File: src/rtl/pool_window_feeder.sv
// pool_window_feeder: turns a row-major feature-map stream into the serial
// 2x2-window element sequence (TL, TR, BL, BR) consumed by the max-pool stage.
// The even row of each row pair is held in a line buffer. Each odd-row pixel
// pair then triggers a four-cycle, gap-free window emission.
module pool_window_feeder #(
    parameter int bits     = 16,
    parameter int map_w    = 8,
    parameter int map_h    = 8,
    parameter int col_bits = 3,
    parameter int row_bits = 3
) (
    input  logic            clk_in,
    input  logic            rst_n,
    input  logic [bits-1:0] data_in,
    input  logic            in_valid,
    output logic            in_ready,
    output logic [bits-1:0] data_out,
    output logic            start,
    output logic            out_valid,
    output logic            frame_done
);

    typedef enum logic [1:0] {
        FILL_TOP,
        FILL_BOT,
        EMIT
    } state_t;

    localparam logic [col_bits-1:0] COL_LAST = col_bits'(map_w - 1);
    localparam logic [row_bits-1:0] ROW_LAST = row_bits'(map_h - 1);

    state_t              state_q, state_d;
    logic [col_bits-1:0] col_q, col_d;
    logic [row_bits-1:0] row_q, row_d;
    logic [1:0]          e_q, e_d;
    logic [bits-1:0]     bl_q, bl_d;
    logic [bits-1:0]     br_q, br_d;
    logic [bits-1:0]     data_q, data_d;
    logic                start_q, start_d;
    logic                valid_q, valid_d;
    logic                fd_q, fd_d;

    // Sized to the full counter range so every column index is in bounds.
    logic [bits-1:0]     line_buf [2**col_bits];

    logic                accept;
    logic [col_bits-1:0] col_left;

    assign in_ready   = (state_q != EMIT);
    assign accept     = in_valid && in_ready;
    assign col_left   = col_q - 1'b1;
    assign data_out   = data_q;
    assign start      = start_q;
    assign out_valid  = valid_q;
    assign frame_done = fd_q;

    // Even-row line buffer: written once per pixel, never cleared.
    always_ff @(posedge clk_in) begin
        if (accept && state_q == FILL_TOP) begin
            line_buf[col_q] <= data_in;
        end
    end

    // State, counters, bottom-pixel holding registers and registered outputs.
    always_ff @(posedge clk_in or negedge rst_n) begin
        if (!rst_n) begin
            state_q <= FILL_TOP;
            col_q   <= '0;
            row_q   <= '0;
            e_q     <= '0;
            bl_q    <= '0;
            br_q    <= '0;
            data_q  <= '0;
            start_q <= 1'b0;
            valid_q <= 1'b0;
            fd_q    <= 1'b0;
        end else begin
            state_q <= state_d;
            col_q   <= col_d;
            row_q   <= row_d;
            e_q     <= e_d;
            bl_q    <= bl_d;
            br_q    <= br_d;
            data_q  <= data_d;
            start_q <= start_d;
            valid_q <= valid_d;
            fd_q    <= fd_d;
        end
    end

    // Next-state and output decode.
    // The column counter is held at the odd column c throughout EMIT so that
    // line_buf[c-1]/line_buf[c] can be addressed. It only advances after the
    // last element. Each output is loaded one cycle ahead of its emit slot.
    always_comb begin
        state_d = state_q;
        col_d   = col_q;
        row_d   = row_q;
        e_d     = e_q;
        bl_d    = bl_q;
        br_d    = br_q;
        data_d  = data_q;
        start_d = 1'b0;
        valid_d = 1'b0;
        fd_d    = 1'b0;

        case (state_q)
            FILL_TOP: begin
                if (accept) begin
                    if (col_q == COL_LAST) begin
                        col_d   = '0;
                        row_d   = row_q + 1'b1;
                        state_d = FILL_BOT;
                    end else begin
                        col_d = col_q + 1'b1;
                    end
                end
            end

            FILL_BOT: begin
                if (accept) begin
                    if (!col_q[0]) begin
                        bl_d  = data_in;
                        col_d = col_q + 1'b1;
                    end else begin
                        br_d    = data_in;
                        state_d = EMIT;
                        e_d     = 2'd0;
                        data_d  = line_buf[col_left];
                        start_d = 1'b1;
                        valid_d = 1'b1;
                    end
                end
            end

            EMIT: begin
                case (e_q)
                    2'd0: begin
                        data_d  = line_buf[col_q];
                        valid_d = 1'b1;
                        e_d     = 2'd1;
                    end
                    2'd1: begin
                        data_d  = bl_q;
                        valid_d = 1'b1;
                        e_d     = 2'd2;
                    end
                    2'd2: begin
                        data_d  = br_q;
                        valid_d = 1'b1;
                        e_d     = 2'd3;
                        fd_d    = (row_q == ROW_LAST) && (col_q == COL_LAST);
                    end
                    default: begin
                        e_d = 2'd0;
                        if (col_q == COL_LAST) begin
                            col_d   = '0;
                            row_d   = (row_q == ROW_LAST) ? '0 : row_q + 1'b1;
                            state_d = FILL_TOP;
                        end else begin
                            col_d   = col_q + 1'b1;
                            state_d = FILL_BOT;
                        end
                    end
                endcase
            end

            default: state_d = FILL_TOP;
        endcase
    end

endmodule

File: config.mk
export PLATFORM = sky130hd
export DESIGN_NAME = pool_window_feeder
export DESIGN_NICKNAME = d
export VERILOG_FILES = /design/src/rtl/pool_window_feeder.sv
export SDC_FILE = /design/constraint.sdc
export NUM_CORES = 1
export LEC_CHECK = 0
export ABC_AREA = 0
export ABC_CLOCK_PERIOD_IN_PS = 5800
export CAP_MARGIN = 20
export CORE_MARGIN = 3
export CORE_UTILIZATION = 54
export CTS_BUF_LIST = sky130_fd_sc_hd__clkbuf_8
export DETAILED_ROUTE_END_ITERATION = 8
export PLACE_DENSITY = 0.71
export SLEW_MARGIN = 15
export SYNTH_ARGS = -nofsm -noshare
export SYNTH_HDL_FRONTEND = slang
export SYNTH_SLANG_ARGS = --single-unit
File: constraint.sdc
create_clock -name clk_in -period 5.8 [get_ports clk_in]
set_input_delay 0.87 -clock clk_in [delete_from_list [all_inputs] [get_ports clk_in]]
set_output_delay 0.87 -clock clk_in [all_outputs]
set_load 0.005 [all_outputs]
* Yosys cells after proc, flatten, opt, wreduce, memory -nomap -nowiden *
Memories as Yosys holds them, arrays and structs flattened.
Cells that the tools add are included.

storage, ports and cells
  memory bits (writable) = 128
  output and inout port bits = 20
  ROM bits = 0
  word-level logic and storage cells = 84
  register bits = 61
  memories kept = 1
  input port bits = 19
  latch bits = 0

memory list
  name      depth  bits a word  read ports  clocked after memory_dff  wr ports  line  source
  line_buf  8      16           2           0                         1         44    logic [bits-1:0] line_buf [2**col_bits];

cells by class
  $lt $le $gt $ge = 0
  reductions and logical operators = 17
  div/mod/pow operators = 0
  equal/unequal tests = 15
  shift operators = 0
  mux-type cells = 36
  bitwise operators = 1
  add/subtract/negate cells = 3
  multipliers = 0

operators by type and width
  cell                                           number
  case mux 16 bit (3 select lines)               1
  2-to-1 mux 16 bit                              2
  case mux 16 bit (2 select lines)               1
  2-to-1 mux 3 bit                               10
  AND reduction 5 bit                            3
  2-to-1 mux 2 bit                               7
  inequality test 2 bit, second input constant   7
  case mux 2 bit (3 select lines)                2
  2-to-1 mux 1 bit                               9
  case mux 3 bit (3 select lines)                1
  AND reduction 3 bit                            3
  AND reduction 4 bit                            2
  adder 3 x 1 -> 3 bit, second input constant    2
  == test 3 bit, second input constant           2
  case mux 3 bit (2 select lines)                1
  == test 2 x 1 -> 1 bit, second input constant  2
  == test 2 bit, second input constant           2
  zero test 2 bit                                2
  inequality test 4 bit, second input constant   1
  case mux 2 bit (2 select lines)                1
  nonzero test 2 bit                             2
  logical AND 1 bit                              3
  nonzero test 3 bit                             1
  OR reduction 3 bit                             1
  4 further kinds                                4

* Logic depth before layout (Yosys ltp) *
  depth after elaboration = 5
  gate-level depth with buffers = 10
  mapped depth without buffers = 6

* Worst setup path after synthesis *
Ideal clock, no wire load.

  path type = input -> register
  start = in in_valid
  end = mem line_buf[0][0] (enable)
  arrival = 2,428 ps
  cell stages on the path = 3
  data required time = 5,391 ps
  buffers on the path = 1
  setup slack = 2,963 ps
  setup time = 409 ps
  cell sequence = clkbuf_1 > nand4_1 > nor3_1

between the ends
  longest elaborated chain between the ends = 4

RTL lines
  item                                    line  source
  start: declaration                      15    input logic in_valid,
  logical AND 1 bit                       50    assign accept = in_valid && in_ready;
  logical AND 1 bit                       59    if (accept && state_q == FILL_TOP) begin
  2-to-1 mux 1 bit                        59
  2-to-1 mux 1 bit (not written as such)  60    line_buf[col_q] <= data_in;
  end: declaration                        44

Every way passes these cells.

* Worst setup path in the final report *
  start = reg col_q[1]
  end = reg data_q[5], in the netlist data_out[5]

between the ends
  longest elaborated chain between the ends = 5
  elaborated cells on any way between the ends = 6
  classes of those cells = add/sub (1); mux (4); memory (1)

RTL lines
  item                                  line  source
  start: declaration                    33    logic [col_bits-1:0] col_q, col_d;
  start signal: assignment              79    col_q <= col_d;
  subtractor 3 x 1 -> 3 bit             51    assign col_left = col_q - 1'b1;
  memory read (8 x 16 bit) (*)          --
  2-to-1 mux 16 bit                     122   if (!col_q[0]) begin
  2-to-1 mux 16 bit                     121   if (accept) begin
  case mux 16 bit (2 select lines) (*)  107   case (state_q)
  end signal: assignment                84    data_q <= data_d;
  end: declaration                      38    logic [bits-1:0] data_q, data_d;

Every way passes the cells marked *; elsewhere a longest branch is shown, timed or not. The select of a mux whose other input is x is not followed.
A chain may end at the register's enable or synchronous reset.

==> key figures <==
Floorplanning
  • Die X: 137 um
  • Die area: 0.0187 mm2
  • Std cell rows: 47
  • Core area: 0.0167 mm2
  • Io pins: 39
  • Initial Util: 55.4%
  • Die height: 137 um

Final layout
  • Most common cell after layout, fill and taps aside: edfxtp_1
  • N_diodes: 0
  • Ratio of cells with drive above 1 in the final layout: 20.8%
  • FILL cells: 1329
  • Nets: 689
  • Most frequent cells in the layout: 128 x edfxtp_1, 100 x mux2i_1, 60 x dfrtp_1
  • Post-layout instance area: 0.0102 mm2
  • Layout area overhead: 10.2%

Status
  • Status: complete, no violations

Clock network
  • Post-CTS setup buffer count: 0
  • Root Buffer: clkbuf_8
  • Worst-skew pair later-pin latency: 0.48 ns
  • H-tree depth: 4
  • Clk sinks: 189
  • CTS Buf Count: 17
  • Hold_buf cts: 0
  • Max Root-Sink Buffers: 2
  • CTS tree: yes
  • Clock transition at path regs: 0.10 ns
  • Cts repair resizes: 0

Detailed routing
  • Via Count: 5656
  • Detailed Route WL: 22100 um
  • Antenna viol nets, final: 0
  • DR WL/cell: 25.0 um
  • DR iter-0 viols: 431
  • Routed vias/inst: 6.39
  • 1st-pass router iterations: 6
  • DRC: 0

Critical path
  • Startpoint types: flip-flop
  • CP Data Arrival Time: 3.78 ns
  • CP Class: flip-flop to flip-flop
  • Crit-path cells: inv_1 -> ha_4 -> mux2i_1 -> mux4_2 -> a21o_1 -> o21ai_1
  • CP Capture Type: flip-flop
  • Critical Path RT: 6.21 ns
  • Critical path peak fanout: 63
  • Family with the most delay on the worst path: adder cells
  • Bufs and invs on worst path: 1
  • Slowest stage delay, CP: 1.05 ns
  • Crit-path slowest cell: ha_4

Placement
  • Detailed placement HPWL: 12900 um
  • Routability cong.: 0.831
  • Number of port buffers: 38
  • Cell Area, Placed: 0.00977 mm2

STA
  • Final Setup Violations: 0
  • Tmin final: 3.37 ns
  • Tcrit/Tclk final: 58.0%
  • RSZ-0062 raised after global routing: no
  • Clock skew: 0.0150 ns
  • Hold Fails Final Rpt: 0
  • Fmax: 0.297 GHz
  • Slew margin rel.: 24.5%
  • Final TNS setup: 0 ns
  • Slew Viols, Final: 0
  • Worst-margin pin slew: 1.13 ns

Power and ir drop
  • Lkg Pwr: 3.85 nW
  • Cell area power density: 553 mW/mm2
  • Worst vdd ir: 0.460 mV

GRT
  • Congestion Overflow GR: 0
  • Largest net degree at the start of global routing: 65
  • Initial antenna violation count: 0
  • GR Util All Layers: 24.7%
  • First-pass GRT wire length: 33300 um
  • Vias in the first global route: 5784

Logic synthesis
  • Synth Instances: 624
  • Post-Syn Area: 0.00925 mm2
  • Syn Nets: 661
  • Sequential-to-total area share from yosys stat: 58.0%
  • Ys Warns: 0
  • Synth Flop Type: edfxtp_1
  • Post-Synthesis Mean Instance Area: 14.8 um2
  • Post-synth EDFFs: 128
  • Yosys reg bits: 189
  • Unique masters post-synth: 48
  • Async SR Flop Fraction: 32.3%

Worst hold path
  • Hold Crit Class: flip-flop to flip-flop

Run
  • Max capacitance violation total: 0
## kinds of logic (layout without fill, tap and decap cells)
| group | after synthesis | count (layout) | synth area share (%) |
|---|---|---|---|
| flops | 189 | 189 | 58.0 |
| mux | 177 | 177 | 23.2 |
| compound gates | 112 | 112 | 8.84 |
| simple gates | 72 | 72 | 3.88 |
| buf+inv | 55 | 96 | 3.48 |
| fa+ha+maj | 18 | 18 | 2.43 |
| xor+xnor | 1 | 1 | 0.0947 |
## cells in the mapped netlist (2+ instances only)
cell	count	area share (%)
nand2b_1	16	1.1
a221oi_1	13	1.2
a21oi_1	3	0.16
a211oi_1	2	0.16
nor3_1	2	0.11
o22a_1	6	0.57
a22oi_1	28	2.3
inv_1	9	0.37
and2_1	2	0.14
a21bo_2	2	0.22
nand3_1	4	0.22
o21ai_1	9	0.49
nor2b_1	4	0.27
mux4_1	3	0.85
buf_4	7	0.57
mux2_2	53	6.5
a21o_1	9	0.73
a31oi_1	9	0.61
mux4_2	21	5.1
dfrtp_1	61	16
ha_1	18	2.4
clkbuf_1	12	0.49
o21ai_0	19	1.0
a211oi_2	4	0.54
buf_6	9	1.1
nand2_1	28	1.1
nor2_1	10	0.41
mux2i_1	100	11
edfxtp_1	128	42
buf_2	15	0.81
## registers in the layout, indices dropped and copies added, names as in the netlist
name and flops:
line_buf 128, bl_q 16, br_q 16, data_out 16, col_q 3, row_q 3, e_q 2, state_q 2
frame_done 1, out_valid 1, start 1
## routing by layer
| layer | part of all wire [%] | global-route usage, % | vias to the layer above |
|---|---|---|---|
| li1 | - | - | 2478 |
| met2 | 50 | 41.1 | 220 |
| met5 | 0 | 0 | - |
| met1 | 42 | 32.4 | 2924 |
| met4 | 1.8 | 8.15 | 0 |
| met3 | 5.9 | 5.40 | 34 |
## tightest hold or removal path: stages (launching register included)
cell and delay [ns]:
dfrtp_1 0.36, nand2_1 0.05, o21ai_1 0.06
## area by class of cell
class	count	area [um2]	share of cell area (%)
Sequential cell	189	5370	52.7
Clock inverter	14	165	1.62
Tap cell	220	275	2.70
Inverter	11	43.8	0.430
Clock buffer	18	248	2.43
Timing Repair Buffer	53	495	4.86
Multi-Input combinational cell	380	3600	35.3
## power breakdown
group          leakage (nW)  switching (mW)  internal (mW)  total, mW
registers              1.89           0.194           1.73       1.93
clock network         0.225           0.479          0.441      0.920
logic                  1.74            1.45           1.34       2.79
## stage by stage
stage                     instances  utilization (%)  hold WS (ns)  setup WS (ns)  power, mW
after floorplan                 624                -         0.479           2.96       4.04
final                           885             61.0         0.505           2.43       5.64
after CTS                       884             61.0         0.515           2.43       5.62
after detailed placement        852             58.5         0.492           2.42       4.72
after global placement          852             58.5         0.488           2.54       4.60
after global routing            885             61.0         0.525           2.23       5.92
## path summary, 6_finish.rpt
path	start	endpoint	slack, ns	cells after the start
worst max-delay path	col_q[1]	data_out[5]	2.43	6
worst min-delay path	data_out[0]	data_out[0]	0.50	2
worst max register to register	col_q[1]	data_out[5]	2.43	6
worst min register to register	data_out[0]	data_out[0]	0.50	2
max in group asynchronous	rst_n	col_q[0]	4.58	2
min in group asynchronous	rst_n	data_out[11]	0.60	2
Note: power is estimated with default switching activity, not from simulation.
